### src/rtl/result_pack_stage.sv
// rtl/result_pack_stage.sv - FPU result packing, classification and valid/ready output stage
// Select encodings live in small packages so upstream control logic can share them.
package sign;
    typedef enum logic [1:0] {RESULT = 2'd0, ZERO = 2'd1, ONE = 2'd2} sign_select;
endpackage

package exponent;
    typedef enum logic [1:0] {RESULT = 2'd0, ONES = 2'd1, ZEROS = 2'd2} exponent_select;
endpackage

package fraction_msb;
    typedef enum logic [1:0] {RESULT = 2'd0, ZERO = 2'd1, ONE = 2'd2} fraction_msb_select;
endpackage

package fraction_lsbs;
    typedef enum logic [1:0] {RESULT = 2'd0, ZEROS = 2'd1} fraction_lsbs_select;
endpackage

module result_pack_stage #(
    parameter bit SKID_EN = 1'b1
) (
    input  logic                               clk,
    input  logic                               reset_n,
    input  logic                               in_valid,
    output logic                               in_ready,
    input  sign::sign_select                   sign_select,
    input  exponent::exponent_select           exponent_select,
    input  fraction_msb::fraction_msb_select   fraction_msb_select,
    input  fraction_lsbs::fraction_lsbs_select fraction_lsbs_select,
    input  logic                               result_sign,
    input  logic [9:0]                         result_exponent,
    input  logic [24:0]                        result_fraction,
    output logic                               out_valid,
    input  logic                               out_ready,
    output logic [31:0]                        out_result,
    output logic [3:0]                         out_class,
    output logic [3:0]                         sticky_flags,
    input  logic                               flags_clear
);

    typedef enum logic [1:0] {ST_EMPTY = 2'd0, ST_ONE = 2'd1, ST_TWO = 2'd2} state_t;

    state_t      state_q, state_d;
    logic        in_ready_q, in_ready_d;
    logic [31:0] main_result_q, skid_result_q;
    logic [3:0]  main_class_q, skid_class_q;
    logic [3:0]  sticky_q;

    logic        pk_sign;
    logic [7:0]  pk_exp;
    logic        pk_msb;
    logic [21:0] pk_lsbs;
    logic [31:0] pk_word;
    logic [3:0]  pk_class;
    logic        accept, deliver;
    logic        main_load, main_from_skid, skid_load;

    // Carry/hidden bits and the exponent overflow bits are produced upstream but never packed.
    logic unused_bits;
    assign unused_bits = ^{result_exponent[9:8], result_fraction[24:23]};

    always_comb begin
        pk_sign = 1'b0;
        pk_exp  = 8'h00;
        pk_msb  = 1'b0;
        pk_lsbs = 22'd0;
        case (sign_select)
            sign::RESULT: pk_sign = result_sign;
            sign::ONE:    pk_sign = 1'b1;
            default:      pk_sign = 1'b0;
        endcase
        case (exponent_select)
            exponent::RESULT: pk_exp = result_exponent[7:0];
            exponent::ONES:   pk_exp = 8'hFF;
            default:          pk_exp = 8'h00;
        endcase
        case (fraction_msb_select)
            fraction_msb::RESULT: pk_msb = result_fraction[22];
            fraction_msb::ONE:    pk_msb = 1'b1;
            default:              pk_msb = 1'b0;
        endcase
        case (fraction_lsbs_select)
            fraction_lsbs::RESULT: pk_lsbs = result_fraction[21:0];
            default:               pk_lsbs = 22'd0;
        endcase
    end

    assign pk_word  = {pk_sign, pk_exp, pk_msb, pk_lsbs};
    assign pk_class = {(pk_exp == 8'hFF) && ({pk_msb, pk_lsbs} != 23'd0),
                       (pk_exp == 8'hFF) && ({pk_msb, pk_lsbs} == 23'd0),
                       (pk_exp == 8'h00) && ({pk_msb, pk_lsbs} == 23'd0),
                       (pk_exp == 8'h00) && ({pk_msb, pk_lsbs} != 23'd0)};

    assign out_valid    = (state_q != ST_EMPTY);
    assign in_ready     = SKID_EN ? in_ready_q : (~out_valid | out_ready);
    assign accept       = in_valid & in_ready;
    assign deliver      = out_valid & out_ready;
    assign out_result   = main_result_q;
    assign out_class    = main_class_q;
    assign sticky_flags = sticky_q;

    always_comb begin
        state_d        = state_q;
        main_load      = 1'b0;
        main_from_skid = 1'b0;
        skid_load      = 1'b0;
        case (state_q)
            ST_EMPTY: begin
                if (accept) begin
                    main_load = 1'b1;
                    state_d   = ST_ONE;
                end
            end
            ST_ONE: begin
                if (accept && deliver) begin
                    main_load = 1'b1;
                end else if (accept) begin
                    skid_load = 1'b1;
                    state_d   = ST_TWO;
                end else if (deliver) begin
                    state_d = ST_EMPTY;
                end
            end
            ST_TWO: begin
                if (deliver) begin
                    main_from_skid = 1'b1;
                    state_d        = ST_ONE;
                end
            end
            default: state_d = ST_EMPTY;
        endcase
        // Registered ready: decided from where the buffer will be, not where it is.
        in_ready_d = (state_d != ST_TWO);
    end

    always_ff @(posedge clk) begin
        if (!reset_n) begin
            state_q       <= ST_EMPTY;
            in_ready_q    <= 1'b1;
            main_result_q <= 32'd0;
            main_class_q  <= 4'd0;
            skid_result_q <= 32'd0;
            skid_class_q  <= 4'd0;
            sticky_q      <= 4'd0;
        end else begin
            state_q    <= state_d;
            in_ready_q <= in_ready_d;
            if (main_load) begin
                main_result_q <= pk_word;
                main_class_q  <= pk_class;
            end else if (main_from_skid) begin
                main_result_q <= skid_result_q;
                main_class_q  <= skid_class_q;
            end
            if (skid_load) begin
                skid_result_q <= pk_word;
                skid_class_q  <= pk_class;
            end
            if (flags_clear) begin
                sticky_q <= 4'd0;
            end else if (deliver) begin
                sticky_q <= sticky_q | main_class_q;
            end
        end
    end

endmodule
### config.mk
export PLATFORM = sky130hd
export DESIGN_NAME = result_pack_stage
export DESIGN_NICKNAME = d
export VERILOG_FILES = /design/src/rtl/result_pack_stage.sv
export SDC_FILE = /design/constraint.sdc
export NUM_CORES = 1
export LEC_CHECK = 0
export ABC_AREA = 1
export CORE_UTILIZATION = 50
export CTS_BUF_LIST = sky130_fd_sc_hd__clkbuf_4 sky130_fd_sc_hd__clkbuf_8
export DETAILED_ROUTE_END_ITERATION = 8
export PLACE_DENSITY = 0.93
export SLEW_MARGIN = 25
export SYNTH_ARGS = -nofsm -noshare
export SYNTH_HDL_FRONTEND = slang
export SYNTH_SLANG_ARGS = --single-unit
export TNS_END_PERCENT = 10
### constraint.sdc
create_clock -name clk -period 1.6 [get_ports clk]
set_input_delay 0.32 -clock clk [delete_from_list [all_inputs] [get_ports clk]]
set_output_delay 0.32 -clock clk [all_outputs]
set_load 0.03 [all_outputs]
==> metrics.csv, run 1 <==
metric;value;unit
status;finished, final reports clean;
Sum Neg Setup Slack;0;ps
crit end category;flip-flop;
share of the synthesized area in the top cell type;45.88;%
global-route wire length before repair;15840;um
sequential element share of the synthesized area;45.88;%
Period Utilization, post-route;95.73;%
Mapped Cells;492;
largest net degree at the start of global routing;41;
Area after DPL;0.004563;sq mm
CTS root buffer;clkbuf_8;
Die Y;85.03;um
Routed WL;9951;um
top post-synthesis cells by area;dfxtp_1 46%, nand2_1 19%, a21oi_1 6.8%;
HP Class;reg2reg;
post-synthesis net count;541;
HPWL after detailed placement;6736;um
Slew Limit Fails;0;
Vias;3758;
Netlist cell types;24;
Num CTS Buffers;9;
capture point of the worst reg-to-reg path;out_result[23]$_SDFFE_PN0P_;
total gr overflow;0;
slowest stage cell, crit path;clkdlybuf4s50_1;
hold_buf cts;0;
Die ar.;0.007230;sq mm
port bufs;86;
core box area;0.006495;sq mm
HP Start;sticky_flags[3]$_SDFFE_PP0P_;
worst r2r path cells;10;
Startpoint Class;primary input;
most common cell in the netlist;nand2_1;
chip width;85.03;um
number of setup violations in the final report;0;
n_diodes;0;
CTS H-tree depth;3;
WP data required;1880;ps
Worst VDD drop;0.5443;mV
pre-CTS setup slack;-311.5;ps
critical path class;in2reg;
Syn Area/Cell;7.006;sq um
Worst-Skew Late Latency;360;ps
Clock Skew;8.074;ps
nets;650;
Final Hold Viols;0;
Ys Warns;0;
WL per Instance;14.57;um
Pleak;2.088;nW
initial antenna violation count;0;
Top Ports;91;
Initial Utilization;53.07;%
worst setup margin;68.28;ps
initial DRC count;275;
worst r2r src;state_q[1]$_SDFF_PN0_;
r2r setup slk;120;ps
Vias/cell;5.502;
critical path peak fanout;10;
CTS tree;done;
post-route ant nets;0;
number of global-route vias before repair;3578;
crit path cell chain;clkdlybuf4s50_1 > nor2_1 > buf_4 > inv_1 > buf_4 > nor2_1 > nand2_1 > a31oi_1;
post-layout minimum cycle time;1532;ps
CTS max path bufs;2;
max incr delay on CP;430;ps
maximum clock rate;652.9;MHz
Cell Pwr Density;1008;mW/mm^2
FILL cells;421;
area grow syn2layout;39.02;%
router iterations before antenna repair;8;
Worst-path clk slew;80;ps
Resize count post-CTS;43;
GP Congestion;0.8532;
arrival time at the worst endpoint;1810;ps
remaining routing DRC violations;0;
Clock Sinks;79;
number of enable flip-flop cells after synthesis;0;
post-synthesis register bit count;79;
Yosys top cell by area;dfxtp_1;
Slew @ Worst Pin;428.4;ps
Worst Hold Path Cells;2;
layout cells sized above 1;11.88;%
Post-CTS Repair Setup Buffers;0;
synth cell count leaders;176 x nand2_1, 79 x dfxtp_1, 47 x a21oi_1, 41 x inv_1, 38 x nor2_1;
WHS Endpoint;sticky_flags[3]$_SDFFE_PP0P_;
Async S/R FF share, synth;0;%
max_cap viols;0;
post-layout util;73.78;%
main flop type after synthesis;dfxtp_1;
GR Util All Layers;27.74;%
mapped cell area;0.003447;sq mm
Slew HR;71.14;%
row count;29;
Post-Layout Inst Area;0.004792;sq mm
[per-stage QoR]
step                cells  hold WS [ps]  total power [W]
floorplan             492         444.5         0.002562
global placement      667         439.1         0.002918
detailed placement    667         442.3         0.002943
CTS                   683         451.0         0.004821
global route          683         470.3         0.004986
finish                683         451.4         0.004831
[routing by layer]
layer  part of all wire [%]  wire length, um  GRT usage [%]
met5                      0                0              0
met4                    4.2              420          19.11
met1                     39             3923          31.88
met2                     49             4917          47.43
met3                    6.9              689          4.377
[report_power, final]
| part | internal (W) | total, W | leakage [nW] | switching, W |
|---|---|---|---|---|
| Clock | 0.00121 | 0.00194 | 0.130 | 0.000733 |
| Sequential | 0.00204 | 0.00209 | 0.641 | 0.0000481 |
| Combinational | 0.000337 | 0.000802 | 1.32 | 0.000465 |
[layout make-up]
cell class | instances | area (sq um) | area share [%]
inverters | 45 | 176.4 | 3.681
clock buffers | 10 | 131.4 | 2.742
multi-input cells | 341 | 1533 | 31.98
clock inverters | 6 | 132.6 | 2.768
repair buffers | 125 | 1141 | 23.81
flip-flops and latches | 79 | 1582 | 33.00
well taps | 77 | 96.34 | 2.010
[critical path, delay by kind of cell]
family / cells / cell delay, ps
AND/OR/NAND/NOR: 3 / 410
AO/OA/AOI/OAI: 1 / 190
buffers and inverters: 4 / 890
[worst max-delay path by stage]
stage / start / end / cells past startpoint
3_5_place_dp: exponent_select[0] / skid_class_q[1]$_SDFFE_PN0P_ / 6
5_1_grt: fraction_lsbs_select[1] / skid_class_q[2]$_SDFFE_PN0P_ / 10
2_1_floorplan: in_ready$_SDFF_PN1_ / skid_result_q[11]$_SDFFE_PN0P_ / 8
4_1_cts: exponent_select[0] / skid_class_q[1]$_SDFFE_PN0P_ / 9
3_3_place_gp: exponent_select[0] / out_class[2]$_SDFFE_PN0P_ / 8
6_report: fraction_lsbs_select[1] / out_result[20]$_SDFFE_PN0P_ / 8
[flip-flops by register name (all words and copies together), names as in the netlist]
signal and flops:
in_ready 1, out_class 4, out_result 32, skid_class_q 4, skid_result_q 32, state_q 2
sticky_flags 4
[cell usage in the layout (no fill, tap or decap), types with 8 or more instances in the layout]
cell type,synthesis,layout
dfxtp_1,79,79
a31oi_1,32,32
o21ai_0,28,27
dlygate4sd2_1,0,41
nand2_1,176,176
a21oi_1,47,46
clkbuf_8,0,9
nor2_1,38,35
buf_4,4,35
clkdlybuf4s50_1,0,43
inv_1,41,40
nand3_1,8,8
[cell families after synthesis]
family                 after synthesis  share of synthesized area (%)
flip-flops                          79                          45.88
buffers and inverters               72                          10.09
AND/OR/NAND/NOR                    232                          26.90
AO/OA/AOI/OAI                      109                          17.13
(Power assumes the default switching activity.)
==> run 2: changes to the inputs <==
- CAP_MARGIN: default -> 15
==> results of run 2 <==
No change in the layout: final DEF, timing and power equal those of run 1.
